[src/rtl/cpu_pkg.sv]
// Shared definitions for the slice CPU: instruction format, opcodes and fetch FSM states.
// The HALT state exists only when IFU_HALT_AT_END_EN is defined.
package cpu_pkg;

  localparam int unsigned INSTR_W = 9;

  localparam int unsigned OPCODE_MSB = 8;
  localparam int unsigned OPCODE_LSB = 6;
  localparam int unsigned RD_MSB     = 5;
  localparam int unsigned RD_LSB     = 4;
  localparam int unsigned RS1_MSB    = 3;
  localparam int unsigned RS1_LSB    = 2;
  localparam int unsigned RS2_MSB    = 1;
  localparam int unsigned RS2_LSB    = 0;

  localparam logic [2:0] ADD    = 3'b000;
  localparam logic [2:0] POPCNT = 3'b010;
  localparam logic [2:0] CMP    = 3'b011;

  typedef struct packed {
    logic [2:0] opcode;
    logic [1:0] rd;
    logic [1:0] rs1;
    logic [1:0] rs2;
  } instr_t;

  typedef enum logic [1:0] {
    StIdle,
`ifdef IFU_HALT_AT_END_EN
    StHalt,
`endif
    StRun
  } ifu_state_e;

endpackage

[src/rtl/ifu_pc_reg.sv]
// Program counter: redirect has priority over the sequential increment, which wraps at 2^PC_W.
module ifu_pc_reg #(
  parameter int unsigned     PC_W     = 4,
  parameter logic [PC_W-1:0] RESET_PC = '0
) (
  input  logic            clk,
  input  logic            rst,
  input  logic            load,
  input  logic            redirect_valid,
  input  logic [PC_W-1:0] redirect_pc,
  output logic [PC_W-1:0] pc
);

  logic [PC_W-1:0] pc_d, pc_q;

  always_comb begin
    pc_d = pc_q;
    if (redirect_valid) begin
      pc_d = redirect_pc;
    end else if (load) begin
      pc_d = pc_q + PC_W'(1);
    end
  end

  always_ff @(posedge clk or posedge rst) begin
    if (rst) begin
      pc_q <= RESET_PC;
    end else begin
      pc_q <= pc_d;
    end
  end

  assign pc = pc_q;

endmodule

[src/rtl/instr_fetch_unit.sv]
// Instruction fetch stage: ROM addressing, output register and valid/ready handshake to decode.
// Define IFU_HALT_AT_END_EN to stop fetching after the last ROM address is loaded.
module instr_fetch_unit
  import cpu_pkg::*;
#(
  parameter int unsigned     PC_W     = 4,
  parameter logic [PC_W-1:0] RESET_PC = '0
) (
  input  logic               clk,
  input  logic               rst,
  input  logic               en,
  output logic [PC_W-1:0]    pc_addr,
  input  logic [INSTR_W-1:0] instr_in,
  output logic               out_valid,
  input  logic               out_ready,
  output logic [INSTR_W-1:0] out_instr,
  output logic [PC_W-1:0]    out_pc,
  input  logic               redirect_valid,
  input  logic [PC_W-1:0]    redirect_pc,
  output logic               halted
);

  ifu_state_e      state_d, state_q;
  logic            load;
  logic [PC_W-1:0] pc;

  logic            out_valid_d, out_valid_q;
  instr_t          out_instr_d, out_instr_q;
  logic [PC_W-1:0] out_pc_d, out_pc_q;

  // Entering RUN and loading happen on the same edge.
  assign load = ((state_q == StRun) || ((state_q == StIdle) && en)) && en &&
                (!out_valid_q || out_ready) && !redirect_valid;

  ifu_pc_reg #(
    .PC_W     (PC_W),
    .RESET_PC (RESET_PC)
  ) u_pc_reg (
    .clk            (clk),
    .rst            (rst),
    .load           (load),
    .redirect_valid (redirect_valid),
    .redirect_pc    (redirect_pc),
    .pc             (pc)
  );

  always_ff @(posedge clk or posedge rst) begin
    if (rst) begin
      state_q <= StIdle;
    end else begin
      state_q <= state_d;
    end
  end

  always_comb begin
    state_d = state_q;
    unique case (state_q)
      StIdle: if (en) state_d = StRun;
      StRun:  if (!en) state_d = StIdle;
`ifdef IFU_HALT_AT_END_EN
      StHalt: if (redirect_valid) state_d = en ? StRun : StIdle;
`endif
      default: state_d = StIdle;
    endcase
`ifdef IFU_HALT_AT_END_EN
    if (load && (&pc)) state_d = StHalt;
`endif
  end

  always_comb begin
`ifdef IFU_HALT_AT_END_EN
    halted = (state_q == StHalt);
`else
    halted = 1'b0;
`endif
  end

  // A redirect flushes; a handshake with ready high in the same cycle still counts as accepted.
  always_comb begin
    out_valid_d = out_valid_q;
    out_instr_d = out_instr_q;
    out_pc_d    = out_pc_q;
    if (redirect_valid) begin
      out_valid_d = 1'b0;
    end else if (load) begin
      out_valid_d = 1'b1;
      out_instr_d = instr_t'(instr_in);
      out_pc_d    = pc;
    end else if (out_valid_q && out_ready) begin
      out_valid_d = 1'b0;
    end
  end

  always_ff @(posedge clk or posedge rst) begin
    if (rst) begin
      out_valid_q <= 1'b0;
      out_instr_q <= '0;
      out_pc_q    <= '0;
    end else begin
      out_valid_q <= out_valid_d;
      out_instr_q <= out_instr_d;
      out_pc_q    <= out_pc_d;
    end
  end

  assign pc_addr   = pc;
  assign out_valid = out_valid_q;
  assign out_instr = out_instr_q;
  assign out_pc    = out_pc_q;

endmodule

[config.mk]
export PLATFORM = sky130hd
export DESIGN_NAME = instr_fetch_unit
export DESIGN_NICKNAME = d
export VERILOG_FILES = /design/src/rtl/cpu_pkg.sv /design/src/rtl/ifu_pc_reg.sv /design/src/rtl/instr_fetch_unit.sv
export SDC_FILE = /design/constraint.sdc
export NUM_CORES = 1
export LEC_CHECK = 0
export ABC_AREA = 1
export CAP_MARGIN = 10
export CORE_MARGIN = 2
export CORE_UTILIZATION = 44
export CTS_CLUSTER_SIZE = 28
export DETAILED_ROUTE_END_ITERATION = 8
export GPL_TIMING_DRIVEN = 0
export HOLD_SLACK_MARGIN = 0.08
export MAX_ROUTING_LAYER = met4
export PLACE_DENSITY_LB_ADDON = 0.08
export SLEW_MARGIN = 20
export SYNTH_ARGS = -nofsm -noshare
export SYNTH_HDL_FRONTEND = slang
export SYNTH_SLANG_ARGS = --single-unit
[constraint.sdc]
create_clock -name clk -period 3.1 [get_ports clk]
set_clock_uncertainty 0.05 [all_clocks]
set_input_delay 0.465 -clock clk [delete_from_list [all_inputs] [get_ports clk]]
set_output_delay 0.465 -clock clk [all_outputs]
set_load 0.02 [all_outputs]
==> impl_metrics.env, run 1 <==
export IMPL_status="finished clean"
export IMPL_crit_reg2reg_launch="state_q[0]$_DFFE_PP0P_"
export IMPL_gp_congestion=0.756
export IMPL_grt_max_degree=20
export IMPL_core_um2=1900
export IMPL_antenna_found_initial=0
export IMPL_vias=751
export IMPL_placed_cell_area_um2=1250
export IMPL_drc=0
export IMPL_hold_end="state_q[0]$_DFFE_PP0P_"
export IMPL_synth_edf_count=0
export IMPL_post_drt_wl_per_cell_um=10.4
export IMPL_synth_distinct_cells=17
export IMPL_crit_fanout=6
export IMPL_grt_usage_pct=16.3
export IMPL_min_from="state_q[0]$_DFFE_PP0P_"
export IMPL_clkLatencyLatePin_ps=300
export IMPL_grt_pass1_vias=596
export IMPL_slew_headroom_pct=53.5
export IMPL_post_cts_buffers=0
export IMPL_finalPower_mw=0.918
export IMPL_crit_buf_inv=1
export IMPL_arrival_ps=1430
export IMPL_netlist_instances=100
export IMPL_ys_warn_count=0
export IMPL_power_frac_clock_pct=13.7
export IMPL_gr_total_overflow=0
export IMPL_crit_path_end_kind="output port"
export IMPL_rrSetupSlack_ps=1740
export IMPL_ys_async_sr_fraction_pct=100
export IMPL_syn_avg_cell_area_um2=8.62
export IMPL_antennaDiodeCount=0
export IMPL_std_cell_rows=16
export IMPL_grt_pass1_wl_mm=2.55
export IMPL_ctsHtreeMaxLevel=1
export IMPL_setup_violations=0
export IMPL_grt_busiest_layer="met2"
export IMPL_rsz0062_at_grt="false"
export IMPL_synth_area_um2=862
export IMPL_drt_total_wl_mm=1.72
export IMPL_fin_area_um2=1270
export IMPL_hold_viol=0
export IMPL_cp_required_ps=2580
export IMPL_drv_slew=0
export IMPL_drt_iter0_drc=8
export IMPL_area_growth_pct=47.8
export IMPL_cts_buffers=3
export IMPL_io_pins=37
export IMPL_layout_drive_gt1_share_pct=8.63
export IMPL_r2r_cells=8
export IMPL_grtUsageMet2_pct=25.5
export IMPL_p_leak_nw=0.637
export IMPL_tritoncts="yes"
export IMPL_ir_drop_uv=357
export IMPL_startpoint_type="flop"
export IMPL_finalCritPeriodShare_pct=62.9
export IMPL_p_sw_share_pct=37.1
export IMPL_clock_sinks=19
export IMPL_cp_slowest_cell="clkdlybuf4s50_1"
export IMPL_crit_path_cell_trace="clkdlybuf4s50_1"
export IMPL_met1_usage_pct=20.9
export IMPL_die_w_um=48.3
export IMPL_critical_path_max_stage_delay_ps=650
export IMPL_layout_cells_non_filler=166
export IMPL_clk_pin_slew_ps=110
export IMPL_comb_power_share_pct=44.5
export IMPL_grt_util_met3_pct=3.70
export IMPL_postRouteAntennaNets=0
export IMPL_num_fill_cells=160
export IMPL_viasPerCell=4.52
export IMPL_cts_hold_buffers=0
export IMPL_ys_ff_latch=19
export IMPL_initial_core_util_pct=45.3
export IMPL_first_pass_iters=4
export IMPL_rr_endpoint="out_instr[7]$_DFFE_PP0P_"
export IMPL_internal_power_mw=0.577
export IMPL_fin_setup_tns_ps=0
export IMPL_ys_flop_type="dfrtp_1"
export IMPL_power_frac_seq_pct=41.8
export IMPL_worstSetupPathType="reg -> out"
export IMPL_cts_path_max_buffers=2
export IMPL_clock_fmax_ghz=0.513
export IMPL_hold_class="reg -> reg"
export IMPL_timing_hold_ws_ps=430
export IMPL_power_net_switching_mw=0.340
export IMPL_whs_path_depth=1
export IMPL_dp_cells=162
export IMPL_post_cts_resized=0
export IMPL_synthesis_nets=120
export IMPL_ys_seq_area_share_pct=55.2
export IMPL_root_buffer="clkbuf_4"
export IMPL_pwr_density_cell_nw_per_um2=720
export IMPL_dieArea_um2=2330
export IMPL_nets=160
export IMPL_place_port_buffers=35
export IMPL_crit_family="buffers and inverters"
export IMPL_cap_violations=0
export IMPL_die_h_um=48.3
export IMPL_tightest_slew_ps=696
export IMPL_min_period_ps=1950
export IMPL_dp_hpwl_mm=1.29
[logic make-up after synthesis]
logic type	share of synthesized area [%]
and+or+nand+nor	29.2
buffers and inverters	6.53
other	0.435
AOI/OAI and AO/OA	3.77
adders and majority gates	2.90
DFF	55.2
xor gates and xnor gates	2.03
[how the worst max path moves through the flow]
stage / slack, ps / start / cells past startpoint / endpoint
finish: 1150 / u_pc_reg.pc[2]$_DFFE_PP0P_ / 1 / pc_addr[2]
global placement: 1140 / en / 8 / out_instr[1]$_DFFE_PP0P_
CTS: 1160 / u_pc_reg.pc[2]$_DFFE_PP0P_ / 1 / pc_addr[2]
detailed placement: 1120 / en / 8 / out_instr[1]$_DFFE_PP0P_
floorplan: 1710 / en / 7 / out_pc[1]$_DFFE_PP0P_
global route: 1120 / u_pc_reg.pc[1]$_DFFE_PP0P_ / 1 / pc_addr[1]
[power groups by stage]
stage	Clock, mW	Sequential (mW)	Combinational, mW
finish	0.125	0.384	0.408
global route	0.138	0.396	0.449
CTS	0.126	0.384	0.415
detailed placement	0	0.389	0.413
global placement	0	0.384	0.405
floorplan	0	0.474	0.125
[cells in the final DEF, fill, tap and decap left out, drive strengths merged]
| cell | netlist | routed |
|---|---|---|
| nand2 | 50 | 50 |
| ha | 2 | 2 |
| a21oi | 2 | 2 |
| inv | 8 | 8 |
| nand3 | 6 | 6 |
| o21ai | 3 | 3 |
| dfrtp | 19 | 19 |
| buf | 3 | 3 |
| nand4 | 1 | 1 |
| nor2 | 2 | 2 |
| xor2 | 2 | 2 |
| clkbuf | 0 | 3 |
| conb | 1 | 1 |
| a21boi | 1 | 1 |
| clkdlybuf4s50 | 0 | 35 |
| clkinv | 0 | 1 |
[synthesized netlist by cell type, types with 2 or more instances]
cell,number,area (um2)
inv_2,3,11.3
a21oi_1,2,10.0
ha_1,2,25.0
inv_1,5,18.8
nand3_1,5,25.0
dfrtp_1,19,475
o21ai_0,3,15.0
buf_4,2,15.0
nand2_1,50,188
xor2_1,2,17.5
[sequential cells by signal (all words and copies together), names as in the netlist]
name,count
out_instr,9
out_pc,4
u_pc_reg.pc,4
out_valid,1
state_q,1
[final cells by class]
cell class                 instances  area [um2]  area share [%]
buffer                             3        26.3            2.06
clock buffer                       3        22.5            1.77
clock inverter                     1        5.00           0.393
inverter                           8        30.0            2.36
multi-input combinational         70         330            25.9
sequential                        19         475            37.3
tap                               27        33.8            2.65
timing repair buffer              35         350            27.5
[metrics by stage]
step	setup slack, ps	util, %
floorplan	1710	-
global placement	1140	65.5
detailed placement	1120	65.5
CTS	1160	67.0
global route	1120	67.0
finish	1150	67.0
[per-layer routing]
layer	routed length [um]	vias up
met5	0	-
met4	19	0
met3	110	2
met2	759	32
met1	832	334
li1	-	383
Power figures use the tool's default switching activity.
==> run 2, diff against run 1 <==
--- a/config.mk
+++ b/config.mk
@@ -8,7 +8,7 @@
 export ABC_AREA = 1
 export CAP_MARGIN = 10
 export CORE_MARGIN = 2
-export CORE_UTILIZATION = 44
+export CORE_UTILIZATION = 37
 export CTS_CLUSTER_SIZE = 28
 export DETAILED_ROUTE_END_ITERATION = 8
 export GPL_TIMING_DRIVEN = 0
==> constraint.sdc (replaced) <==
create_clock -name clk -period 1.73 [get_ports clk]
set_clock_uncertainty 0.05 [all_clocks]
set_input_delay 0.2595 -clock clk [delete_from_list [all_inputs] [get_ports clk]]
set_output_delay 0.2595 -clock clk [all_outputs]
set_load 0.02 [all_outputs]
==> impl_metrics.env, run 2 (synthesized netlist as in run 1, its figures left out) <==
export IMPL_hold_viol=0
export IMPL_rsz0062_at_grt="false"
export IMPL_cp_slowest_cell="clkdlybuf4s50_1"
export IMPL_antennaDiodeCount=0
export IMPL_arrival_ps=1330
export IMPL_finalPower_mw=1.63
export IMPL_crit_buf_inv=1
export IMPL_grt_pass1_vias=686
export IMPL_critical_path_max_stage_delay_ps=630
export IMPL_tritoncts="yes"
export IMPL_fin_setup_tns_ps=0
export IMPL_hold_class="in -> async"
export IMPL_startpoint="u_pc_reg.pc[3]$_DFFE_PP0P_"
export IMPL_pre_cts_slack_ps=-57.7
export IMPL_root_buffer="clkbuf_4"
export IMPL_clkLatencyLatePin_ps=280
export IMPL_vias=759
export IMPL_clock_fmax_ghz=0.609
export IMPL_grt_usage_pct=14.6
export IMPL_min_period_ps=1640
export IMPL_die_w_um=52.3
export IMPL_place_port_buffers=35
export IMPL_initial_core_util_pct=39.0
export IMPL_ctsHtreeMaxLevel=1
export IMPL_crit_fanout=4
export IMPL_grt_pass1_wl_mm=2.88
export IMPL_setup_slack_ps=88.6
export IMPL_fin_area_um2=1280
export IMPL_final_cell_mix="nand2_1, clkdlybuf4s50_1, dfrtp_1"
export IMPL_grt_max_degree=20
export IMPL_cp_required_ps=1420
export IMPL_core_um2=2210
export IMPL_viasPerCell=4.54
export IMPL_gr_total_overflow=0
export IMPL_cap_violations=0
export IMPL_dp_hpwl_mm=1.32
export IMPL_pwr_density_cell_nw_per_um2=1270
export IMPL_ir_drop_uv=598
export IMPL_io_pins=37
export IMPL_cts_buffers=3
export IMPL_clock_sinks=19
export IMPL_area_growth_pct=48.6
export IMPL_clk_pin_slew_ps=100
export IMPL_slew_headroom_pct=52.6
export IMPL_crit_family="buffers and inverters"
export IMPL_cts_path_max_buffers=2
export IMPL_drt_total_wl_mm=1.74
export IMPL_largest_reg_flops=9
export IMPL_tightest_slew_ps=709
export IMPL_dieArea_um2=2730
export IMPL_finalCritPeriodShare_pct=94.9
export IMPL_crit_reg2reg_launch="state_q[0]$_DFFE_PP0P_"
export IMPL_final_common_cell="nand2_1"
export IMPL_drc=0
export IMPL_nets=160
export IMPL_status="finished clean"
export IMPL_setup_violations=0
export IMPL_std_cell_rows=17
export IMPL_crit_path_cell_trace="clkdlybuf4s50_1"
export IMPL_antenna_found_initial=0
export IMPL_post_drt_wl_per_cell_um=10.4
export IMPL_placed_cell_area_um2=1250
export IMPL_layout_drive_gt1_share_pct=7.91
export IMPL_worstSetupPathType="reg -> out"
export IMPL_drv_slew=0
export IMPL_gp_congestion=0.779
export IMPL_die_h_um=52.3
export IMPL_postRouteAntennaNets=0
export IMPL_crit_path_end_kind="output port"
export IMPL_p_leak_nw=0.667
export IMPL_num_fill_cells=204
export IMPL_first_pass_iters=4
export IMPL_startpoint_type="flop"
export IMPL_drt_iter0_drc=8
export IMPL_post_cts_buffers=0
[run 2: cell type report]
class                      count  area [um2]  share of cell area (%)
multi-input combinational     70         330                    25.8
inverter                       8        30.0                    2.34
buffer                         3        26.3                    2.05
timing repair buffer          35         358                    27.9
tap                           28        35.0                    2.73
sequential                    19         475                    37.1
clock buffer                   4        26.3                    2.05
[run 2: what timing repair did]
action,in CTS,in global routing
endpoints found under the setup margin,0,3
hold buffers,0,0
resized for setup,0,3
[run 2: power breakdown]
part	total, mW	internal [mW]	switching (mW)
combinational	0.729	0.358	0.371
clock	0.217	0.0894	0.127
sequential	0.684	0.587	0.0968
total	1.63	1.03	0.595
[run 2: path summary, 6_finish.rpt]
check	cells after the start	to	slack (ps)
worst min-delay path	2	out_instr[7]$_DFFE_PP0P_	330
max in group asynchronous	2	out_instr[0]$_DFFE_PP0P_	860
min in group clk	1	state_q[0]$_DFFE_PP0P_	420
worst max-delay path	1	pc_addr[3]	90
worst max register to register	7	out_instr[5]$_DFFE_PP0P_	370
worst min register to register	1	state_q[0]$_DFFE_PP0P_	420
[run 2: worst reg2reg max path, delay by kind of cell (launching register included)]
family                     cells  cell delay [ps]
buffers and inverters          2              250
adders and majority gates      1              200
and+or+nand+nor                4              400
DFF                            1              370
[run 2: stage by stage]
step	utilization, %	hold WS, ps	instances
6_report	57.9	329	167
5_1_grt	57.9	417	167
3_5_place_dp	56.4	407	163
2_1_floorplan	-	161	100
3_3_place_gp	56.4	405	163
4_1_cts	57.6	352	167
[run 2: layer usage]
metal,vias to the layer above,wire (um),track usage [%]
li1,383,-,-
met1,354,779,18.3
met2,20,839,23.6
met3,2,107,2.00
met4,0,12,6.41
met5,-,0,-
==> run 3, diff against run 2 <==
--- a/config.mk
+++ b/config.mk
@@ -14,7 +14,8 @@
 export GPL_TIMING_DRIVEN = 0
 export HOLD_SLACK_MARGIN = 0.08
 export MAX_ROUTING_LAYER = met4
-export PLACE_DENSITY_LB_ADDON = 0.08
+export PLACE_DENSITY_LB_ADDON = 0.1
+export SETUP_SLACK_MARGIN = 0.4
 export SLEW_MARGIN = 20
 export SYNTH_ARGS = -nofsm -noshare
 export SYNTH_HDL_FRONTEND = slang
==> impl_metrics.env, run 3 (synthesized netlist as in run 1, its figures left out) <==
export IMPL_crit_buf_inv=1
export IMPL_comb_power_share_pct=45.9
export IMPL_postRouteAntennaNets=0
export IMPL_hold_class="in -> async"
export IMPL_area_growth_pct=62.0
export IMPL_gp_congestion=0.728
export IMPL_grt_pass1_vias=730
export IMPL_antennaDiodeCount=0
export IMPL_clkLatencyLatePin_ps=290
export IMPL_tightest_slew_ps=705
export IMPL_core_um2=2210
export IMPL_crit_path_cell_trace="clkdlybuf4s15_1"
export IMPL_worstSetupPathType="reg -> out"
export IMPL_io_pins=37
export IMPL_cts_path_max_buffers=2
export IMPL_hold_viol=0
export IMPL_ctsHtreeMaxLevel=1
export IMPL_num_fill_cells=205
export IMPL_cp_required_ps=1420
export IMPL_internal_power_mw=1.02
export IMPL_post_drt_wl_per_cell_um=11.7
export IMPL_dieArea_um2=2730
export IMPL_std_cell_rows=17
export IMPL_ir_drop_uv=652
export IMPL_p_sw_share_pct=39.2
export IMPL_vias=789
export IMPL_grt_max_degree=20
export IMPL_cts_buffers=3
export IMPL_crit_path_end_kind="output port"
export IMPL_cp_slowest_cell="dfrtp_2"
export IMPL_gr_total_overflow=0
export IMPL_drv_slew=0
export IMPL_rsz0062_at_grt="true"
export IMPL_viasPerCell=4.48
export IMPL_clk_pin_slew_ps=110
export IMPL_cap_violations=0
export IMPL_min_period_ps=1370
export IMPL_tritoncts="yes"
export IMPL_nets=169
export IMPL_setup_violations=0
export IMPL_finalCritPeriodShare_pct=79.4
export IMPL_initial_core_util_pct=39.0
export IMPL_largest_reg_flops=9
export IMPL_root_buffer="clkbuf_4"
export IMPL_antenna_found_initial=0
export IMPL_grt_pass1_wl_mm=3.18
export IMPL_dp_cells=163
export IMPL_arrival_ps=1060
export IMPL_clock_sinks=19
export IMPL_power_frac_seq_pct=40.8
export IMPL_p_leak_nw=0.712
export IMPL_clock_fmax_ghz=0.728
export IMPL_critical_path_max_stage_delay_ps=470
export IMPL_status="finished clean"
export IMPL_drc=0
export IMPL_layout_cells_non_filler=176
export IMPL_layout_drive_gt1_share_pct=34.5
export IMPL_power_net_switching_mw=0.657
export IMPL_fin_setup_tns_ps=0
export IMPL_rrSetupSlack_ps=410
export IMPL_grt_usage_pct=16.4
export IMPL_drt_iter0_drc=1
export IMPL_die_h_um=52.3
export IMPL_first_pass_iters=2
export IMPL_crit_family="flip-flops"
export IMPL_crit_fanout=6
export IMPL_slew_headroom_pct=53.0
export IMPL_drt_total_wl_mm=2.06
export IMPL_pwr_density_cell_nw_per_um2=1200
export IMPL_cts_hold_buffers=0
export IMPL_power_frac_clock_pct=13.3
export IMPL_die_w_um=52.3
export IMPL_place_port_buffers=35
export IMPL_startpoint_type="flop"
export IMPL_final_cell_mix="nand2_1, clkdlybuf4s50_1, dfrtp_1"
export IMPL_final_common_cell="nand2_1"
export IMPL_dp_hpwl_mm=1.35
-- run 3: final timing paths --
check | start | endpoint | cells after the start
setup / recovery | u_pc_reg.pc[1]$_DFFE_PP0P_ | pc_addr[1] | 1
hold / removal | rst | out_instr[1]$_DFFE_PP0P_ | 2
setup reg to reg | state_q[0]$_DFFE_PP0P_ | out_instr[6]$_DFFE_PP0P_ | 8
hold reg to reg | out_instr[8]$_DFFE_PP0P_ | out_instr[8]$_DFFE_PP0P_ | 2
max in group asynchronous | rst | u_pc_reg.pc[0]$_DFFE_PP0P_ | 2
min in group clk | out_instr[8]$_DFFE_PP0P_ | out_instr[8]$_DFFE_PP0P_ | 2
-- run 3: per-stage QoR --
stage	util, %	setup WS [ps]	power (mW)	instance area (um2)	hold WS (ps)
6_report	63.1	356	1.68	1400	319
5_1_grt	63.1	308	1.80	1400	397
4_1_cts	61.0	292	1.64	1350	334
3_5_place_dp	56.4	-52.6	1.44	1250	419
3_3_place_gp	56.4	-28.0	1.42	1250	405
2_1_floorplan	-	475	1.07	862	161
-- run 3: layout make-up --
| class | count | area, um2 | share of cell area, % |
|---|---|---|---|
| inverter | 8 | 32.5 | 2.33 |
| clock buffer | 3 | 22.5 | 1.61 |
| tap | 28 | 35.0 | 2.51 |
| timing repair buffer | 44 | 402 | 28.8 |
| clock inverter | 1 | 5.00 | 0.358 |
| multi-input combinational | 70 | 390 | 28.0 |
| sequential | 19 | 479 | 34.3 |
| buffer | 3 | 30.0 | 2.15 |
-- run 3: layer usage --
layer	GRT usage (%)	routed length (um)	up-vias
li1	-	-	406
met5	-	0	-
met4	5.13	8	0
met2	27.0	1010	23
met1	21.4	921	358
met3	2.00	115	2
-- run 3: repair_timing --
action / CTS / global route
setup endpoints to repair: 30 / 33
setup buffers: 6 / 1
gates resized for setup: 37 / 42
cloned: 2 / 0
pin swaps: 1 / 5
endpoints found under the hold margin: 0 / 0
-- run 3: power groups by stage --
stage | Sequential (mW) | Clock [mW] | Combinational (mW)
2_1_floorplan | 0.850 | 0 | 0.223
3_3_place_gp | 0.687 | 0 | 0.731
3_5_place_dp | 0.693 | 0 | 0.745
4_1_cts | 0.676 | 0.226 | 0.740
5_1_grt | 0.707 | 0.248 | 0.847
6_report | 0.684 | 0.222 | 0.770
